==> src/rtl/fifo_uart_tx.sv <==
// FIFO drain stage: pops one word at a time and shifts it out as a UART 8N1 frame.
// All outputs are registered; txd only moves on bit boundaries.
module fifo_uart_tx #(
    parameter int DATA_WIDTH   = 8,
    parameter int CLKS_PER_BIT = 868,
    parameter int RD_LATENCY   = 1,
    parameter int STOP_BITS    = 1
) (
    input  logic                  clk,
    input  logic                  rst,
    input  logic                  txEn,
    input  logic                  fifoEmpty,
    input  logic [DATA_WIDTH-1:0] fifoData,
    output logic                  rdEn,
    output logic                  txd,
    output logic                  busy
);

    localparam int BW = $clog2(CLKS_PER_BIT);
    localparam int IW = $clog2(DATA_WIDTH + 1);
    localparam int WW = $clog2(RD_LATENCY + 1);

    localparam logic [BW-1:0] BAUD_LAST = BW'(CLKS_PER_BIT - 1);
    localparam logic [IW-1:0] BIT_LAST  = IW'(DATA_WIDTH - 1);
    localparam logic [WW-1:0] WAIT_LAST = WW'(RD_LATENCY - 1);
    localparam logic          STOP_LAST = (STOP_BITS > 1);

    typedef enum logic [2:0] {
        S_IDLE,
        S_POP,
        S_WAIT,
        S_START,
        S_DATA,
        S_STOP
    } state_t;

    state_t                r_state;
    logic [BW-1:0]         r_baud;
    logic [IW-1:0]         r_bit;
    logic [WW-1:0]         r_wait;
    logic                  r_stop;
    logic [DATA_WIDTH-1:0] r_shift;
    logic                  r_txd;
    logic                  r_rdEn;
    logic                  r_busy;

    state_t                w_state;
    logic [BW-1:0]         w_baud;
    logic [IW-1:0]         w_bit;
    logic [WW-1:0]         w_wait;
    logic                  w_stop;
    logic [DATA_WIDTH-1:0] w_shift;
    logic                  w_txd;
    logic                  w_rdEn;
    logic                  w_busy;

    always_ff @(posedge clk) begin
        if (rst) begin
            r_state <= S_IDLE;
            r_baud  <= '0;
            r_bit   <= '0;
            r_wait  <= '0;
            r_stop  <= 1'b0;
            r_shift <= '0;
            r_txd   <= 1'b1;
            r_rdEn  <= 1'b0;
            r_busy  <= 1'b0;
        end else begin
            r_state <= w_state;
            r_baud  <= w_baud;
            r_bit   <= w_bit;
            r_wait  <= w_wait;
            r_stop  <= w_stop;
            r_shift <= w_shift;
            r_txd   <= w_txd;
            r_rdEn  <= w_rdEn;
            r_busy  <= w_busy;
        end
    end

    always_comb begin
        w_state = r_state;
        w_baud  = r_baud;
        w_bit   = r_bit;
        w_wait  = r_wait;
        w_stop  = r_stop;
        w_shift = r_shift;

        unique case (r_state)
            S_IDLE: begin
                if (txEn && !fifoEmpty) begin
                    w_state = S_POP;
                end
            end
            S_POP: begin
                w_state = S_WAIT;
                w_wait  = '0;
            end
            S_WAIT: begin
                if (r_wait == WAIT_LAST) begin
                    w_shift = fifoData;
                    w_baud  = '0;
                    w_state = S_START;
                end else begin
                    w_wait = r_wait + 1'b1;
                end
            end
            S_START: begin
                if (r_baud == BAUD_LAST) begin
                    w_baud  = '0;
                    w_bit   = '0;
                    w_state = S_DATA;
                end else begin
                    w_baud = r_baud + 1'b1;
                end
            end
            S_DATA: begin
                if (r_baud == BAUD_LAST) begin
                    w_baud  = '0;
                    w_shift = {1'b0, r_shift[DATA_WIDTH-1:1]};
                    if (r_bit == BIT_LAST) begin
                        w_stop  = 1'b0;
                        w_state = S_STOP;
                    end else begin
                        w_bit = r_bit + 1'b1;
                    end
                end else begin
                    w_baud = r_baud + 1'b1;
                end
            end
            S_STOP: begin
                if (r_baud == BAUD_LAST) begin
                    w_baud = '0;
                    if (r_stop == STOP_LAST) begin
                        w_state = S_IDLE;
                    end else begin
                        w_stop = 1'b1;
                    end
                end else begin
                    w_baud = r_baud + 1'b1;
                end
            end
            default: begin
                w_state = S_IDLE;
            end
        endcase

        // Outputs are decoded from the next state so they register with it.
        w_rdEn = (w_state == S_POP);
        w_busy = (w_state != S_IDLE);
        w_txd  = 1'b1;
        if (w_state == S_START) begin
            w_txd = 1'b0;
        end else if (w_state == S_DATA) begin
            w_txd = w_shift[0];
        end
    end

    assign rdEn = r_rdEn;
    assign txd  = r_txd;
    assign busy = r_busy;

endmodule

==> config.mk <==
export PLATFORM = sky130hd
export DESIGN_NAME = fifo_uart_tx
export DESIGN_NICKNAME = d
export VERILOG_FILES = /design/src/rtl/fifo_uart_tx.sv
export SDC_FILE = /design/constraint.sdc
export NUM_CORES = 1
export LEC_CHECK = 0
export BUFFER_PORTS_ARGS = -buffer_cell sky130_fd_sc_hd__buf_2
export CAP_MARGIN = 25
export CELL_PAD_IN_SITES_DETAIL_PLACEMENT = 0
export CELL_PAD_IN_SITES_GLOBAL_PLACEMENT = 2
export CORE_AREA = 3 3 58 81
export CTS_CLUSTER_DIAMETER = 50
export CTS_CLUSTER_SIZE = 16
export DETAILED_ROUTE_END_ITERATION = 10
export DIE_AREA = 0 0 61 84
export PLACE_DENSITY_LB_ADDON = 0.08
export SLEW_MARGIN = 5
export SYNTH_ARGS = -nofsm -noshare
export SYNTH_HDL_FRONTEND = slang
export SYNTH_SLANG_ARGS = --single-unit
==> constraint.sdc <==
create_clock -name clk -period 2.9 [get_ports clk]
set_clock_uncertainty 0.05 [all_clocks]
set_input_delay 0.435 -clock clk [delete_from_list [all_inputs] [get_ports clk]]
set_output_delay 0.435 -clock clk [all_outputs]
set_load 0.05 [all_outputs]
==> metrics, run 1 <==
DP Wirelength=2260 um; Peak VDD IR=0.238 mV; DRC=0; clk slew on worst S/H paths=100 ps; post-synthesis cell count=158; first-pass detailed-route iteration total=4; post-route cell area=1530 sq um; Clock Latency Late Sink=270 ps; relative slew slack=53.7%; critical-path maximum fanout=6; ys async rst share=0%; first-pass GRT wire length=5220 um; Leak=0.544 nW; Root Driver=clkbuf_8; Mapped Area=1360 sq um; Layout Nets=186; filler cell count=422; Final Hold Viols=0; Final Cycle Share=79.4%; Die Wd=61 um; CTS tree=yes; initial antenna violation count=0; outcome=complete, no violations; pin count of the biggest net entering global routing=28; ys flop type=dfxtp_1; most frequent cell after synthesis=dfxtp_1; post-route setup slack=599 ps; Initial Utilization=33.7%; Tot GR Track Use=12.9%; # setup viols final=0; IO buf count=14; post-synth top area share=41.3%; RSZ-0062 raised after global routing=no; DR iter-0 viols=25; fraction of layout cells with a size suffix above 1=15.8%; Post-synth EDFFs=0; Yosys reg bits=28; hold_buf cts=0; Worst-Margin Slew=695 ps; Min-Delay Path Class=in -> reg; Worst path most repeated cell=nor2_1; max_cap viols=0; Area Overhead vs Synth=12.8%; # rows=27; Required @ worst endpoint=3020 ps; post-route setup TNS=0 ps; DIE HEIGHT=84 um; Max Slew Vio Count=0; WL final=3000 um; postcts setup bufs=0; global route overflow=0; DR vias/cell=5.48; Resize count post-CTS=0; die area=5120 sq um; mean post-synth cell area=8.58 sq um; synth top area cells=dfxtp_1 41%, nor2_1 5.3%, a21oi_1 5.2%; total power=789 uW; CP Launch Type=flop; CTS buffer count=3; Ant. Diodes=0; CP cell instances=ha_1 > or3b_4 > or3_1 > nor2_1 > nor2_1 > o41a_1; CP arrival=2420 ps; H-tree levels=1; CP max stage cell=or3b_4; routed len/inst=14.0 um; critical path type=reg -> reg; Synth Warn #=0; most instantiated cells after synthesis=28 x dfxtp_1, 19 x nor2_1, 15 x nand2_1, 14 x a21oi_1, 8 x a22oi_1; Setup crit end kind=flop; Placer Congestion=0.745; Top-Level Pins=15; vias in the first global route=1,155; Max Clk Rate=0.435 GHz; post-synthesis cell type count=43; CP peak stage delay=440 ps; Final min period=2300 ps; final std cells w/o fill=214; clk sinks=28; dpl cells=210; Post-Place Worst Slack=594 ps; Final ANT Viol Nets=0; largest area contributor in the netlist=dfxtp_1; Post-Syn Nets=172; Vias=1,173; Cell Pwr Density=516 nW/um^2; core area=4020 sq um; Placed Area=1460 sq um; post-synthesis sequential area ratio=41.3%; clk buf depth=2
layout by cell type, fill, tap and decap left out, types with 2 or more instances in the layout:
| cell | n |
|---|---|
| nand2_1 | 15 |
| a22oi_1 | 8 |
| and3b_1 | 2 |
| nor3_1 | 4 |
| nor2b_1 | 5 |
| dfxtp_1 | 28 |
| and3_1 | 2 |
| or3_1 | 3 |
| nand4_1 | 2 |
| buf_2 | 14 |
| nor4_1 | 2 |
| o21ai_0 | 4 |
| ha_1 | 2 |
| xor2_1 | 3 |
| clkbuf_8 | 3 |
| nand3_1 | 7 |
| nor2_1 | 19 |
| buf_4 | 2 |
| a31oi_1 | 2 |
| a311oi_1 | 5 |
| a21oi_1 | 14 |
| or3b_4 | 2 |
| inv_1 | 2 |
layer usage:
layer  GRT usage [%]  part of all wire [%]  vias to the layer above  wire (um)
met5               0                     0                        -          0
met4            4.14                   1.3                        0         38
met3            1.86                   2.2                        5         65
met2            23.2                    55                       16       1640
met1            14.9                    42                      545       1260
li1                -                     -                      607          -
final cells by class:
| type | count | area [sq um] | area share [%] |
|---|---|---|---|
| timing repair buffer | 16 | 85.1 | 5.56 |
| sequential | 28 | 561 | 36.6 |
| multi-input combinational | 121 | 752 | 49.1 |
| tap | 43 | 53.8 | 3.52 |
| clock buffer | 3 | 41.3 | 2.70 |
| inverter | 2 | 7.51 | 0.491 |
| clock inverter | 1 | 30.0 | 1.96 |
path summary, 6_finish.rpt:
kind          startpoint          to  slack, ps  cells past startpoint
min          fifoData[7]  r_shift[7]        370                      3
min reg2reg   r_shift[3]  r_shift[3]        410                      2
max            r_baud[0]         txd        600                      6
max reg2reg    r_baud[0]         txd        600                      6
where the power goes:
| part | internal, mW | switching [mW] | leakage, nW |
|---|---|---|---|
| registers | 0.396 | 0.00994 | 0.227 |
| clock network | 0.185 | 0.122 | 0.0357 |
| logic | 0.0271 | 0.0483 | 0.281 |
logic make-up (layout without fill, tap and decap cells):
kind of cell	after synthesis	in the layout	share of synthesized area (%)
AO/OA/AOI/OAI	43	43	21.9
XOR/XNOR	4	4	2.58
adder cells (fa/ha/maj)	2	2	1.84
buffers and inverters	9	22	3.23
flip-flops	28	28	41.3
AND/OR/NAND/NOR	72	72	29.2
state kept, by name (all words and copies together), names as in the netlist:
name,count
r_bit,4
r_baud,10
busy,1
txd,1
r_shift,8
r_state,3
rdEn,1
per-stage QoR:
| stage | utilization [%] | hold slack (ps) |
|---|---|---|
| 2_1_floorplan | - | 386 |
| 3_3_place_gp | 36.3 | 398 |
| 3_5_place_dp | 36.3 | 400 |
| 4_1_cts | 38.1 | 365 |
| 5_1_grt | 38.1 | 403 |
| 6_report | 38.1 | 368 |
critical path: cells and delay by family (launching register included):
kind / cells / cell delay [ps]
compound gates: 1 / 370
simple gates: 4 / 1140
fa+ha+maj: 1 / 220
flops: 1 / 410
Note: power is estimated with default switching activity, not from simulation.
==> inputs of run 2 (changes only) <==
CORE_AREA = 3 3 60 85   (was 3 3 58 81)
DIE_AREA = 0 0 63 88   (was 0 0 61 84)
clock period = 2.05 ns   (was 2.9 ns; I/O delays follow)
==> metrics, run 2 (synthesis gave the netlist of run 1 again) <==
critical-path maximum fanout=4 (was 6); Layout Nets=208 (was 186); first-pass detailed-route iteration total=4 (unchanged); outcome=complete, but fails checks (was complete, no violations); initial antenna violation count=0 (unchanged); FF-to-FF setup slack=-10 ps (was 600 ps); H-tree levels=1 (unchanged); first-pass GRT wire length=5720 um (was 5220 um); Tot GR Track Use=12.7% (was 12.9%); Cell Pwr Density=651 nW/um^2 (was 516 nW/um^2); max_cap viols=0 (unchanged); most frequent cells in the layout=26 x dfxtp_1, 23 x buf_4, 19 x nor2_1 (was 28 x dfxtp_1, 19 x nor2_1, 15 x nand2_1); # rows=29 (was 27); die area=5540 sq um (was 5120 sq um); failing checks=setup timing; hold_buf cts=0 (unchanged); routed len/inst=13.4 um (was 14.0 um); Die Wd=63 um (was 61 um); fraction of layout cells with a size suffix above 1=28.5% (was 15.8%); vias in the first global route=1,271 (was 1,155); DR iter-0 viols=29 (was 25); most common cell after layout, fill and taps aside=dfxtp_1 (unchanged); post-route setup slack=-12.2 ps (was 599 ps); Clock Latency Late Sink=280 ps (was 270 ps); CTS tree=yes (unchanged); area occupied by multi-input gates=777 sq um (was 752 sq um); dpl cells=249 (was 210); DIE HEIGHT=88 um (was 84 um); Max Slew Vio Count=0 (unchanged); DP Wirelength=2570 um (was 2260 um); Final Cycle Share=101% (was 79.4%); Vias=1,294 (was 1,173); Initial Utilization=30.4% (was 33.7%); Final min period=2060 ps (was 2300 ps); Placer Congestion=0.800 (was 0.745); Final Hold Viols=0 (unchanged); Area Overhead vs Synth=29.1% (was 12.8%); DR vias/cell=5.07 (was 5.48); post-route setup TNS=-12.2 ps (was 0 ps); Max Clk Rate=0.485 GHz (was 0.435 GHz); CP Launch Type=flop (unchanged); relative slew slack=63.4% (was 53.7%); final std cells w/o fill=255 (was 214); pin count of the biggest net entering global routing=27 (was 28); clk sinks=28 (unchanged); # setup viols final=1 (was 0); CP arrival=2180 ps (was 2420 ps); Worst-Margin Slew=535 ps (was 695 ps); global route overflow=0 (unchanged); clk slew on worst S/H paths=90 ps (was 100 ps); Final ANT Viol Nets=0 (unchanged); DRC=0 (unchanged); critical path type=reg -> reg (unchanged); Reg area=563 sq um (was 561 sq um); Required @ worst endpoint=2170 ps (was 3020 ps); WL final=3420 um (was 3000 um); RSZ-0062 raised after global routing=yes (was no); Post-Place Worst Slack=18.1 ps (was 594 ps); Setup crit end kind=flop (unchanged); filler cell count=469 (was 422); total power=1.14 mW (was 789 uW); Peak VDD IR=0.271 mV (was 0.238 mV); CTS buffer count=3 (unchanged); top flop regs=r_baud (10), r_shift (8), r_bit (4) (unchanged); Leak=0.658 nW (was 0.544 nW); cell count of the worst reg-to-reg path=7 (was 6); Most flops, register=r_baud (unchanged); IO buf count=14 (unchanged); Min-Delay Path Class=in -> reg (unchanged); max reg flops=10 (unchanged); Root Driver=clkbuf_8 (unchanged); core area=4460 sq um (was 4020 sq um); Ant. Diodes=0 (unchanged); clk buf depth=2 (unchanged); hold depth=2 (was 3); Top-Level Pins=15 (unchanged)
## run 2: metrics by stage
step	util [%]	hold slack, ps	cell area (sq um)
after floorplan	-	386	1360
after global placement	36.6	396	1630
after detailed placement	36.6	399	1630
after CTS	38.2	203	1700
after global routing	39.2	218	1750
final	39.2	209	1750
## run 2: where the power goes
group	leakage, nW	switching (mW)	internal, mW	total (mW)
clock	0.0357	0.178	0.262	0.439
sequential	0.228	0.00771	0.561	0.569
combinational	0.394	0.0795	0.0521	0.132
total	0.658	0.265	0.875	1.14
## run 2: per-layer routing
metal	GRT usage [%]	wire length (um)	up-vias
li1	-	-	649
met1	13.3	1340	614
met2	26.0	1920	26
met3	1.93	113	5
met4	3.01	38	0
met5	0	0	-
## run 2: what timing repair did
action                                  in CTS  in global routing
setup buffers                                0                  2
resized for setup                            0                  8
endpoints found under the hold margin        0                  0
pin swaps                                    1                  4
endpoints found under the setup margin       1                  3
## run 2: worst paths after layout
| check | start | to |
|---|---|---|
| setup / recovery | r_baud[0] | txd |
| hold / removal | rst | r_state[1] |
| setup reg to reg | r_baud[0] | txd |
| hold reg to reg | r_shift[4] | r_shift[4] |
## run 2: final cells by class
| type | instances | share of cell area, % |
|---|---|---|
| clock buffer | 3 | 2.36 |
| tap | 62 | 4.43 |
| inverter | 2 | 0.429 |
| timing repair buffer | 38 | 14.5 |
| multi-input combinational | 121 | 44.4 |
| sequential | 28 | 32.2 |
| clock inverter | 1 | 1.72 |
## run 2: critical path: stages (launching register included)
cell and delay [ps]:
dfxtp_2 360, ha_4 130, or3b_4 400, buf_6 150, nor4_4 290, nor2_4 50, a21o_1 170, o41a_1 350
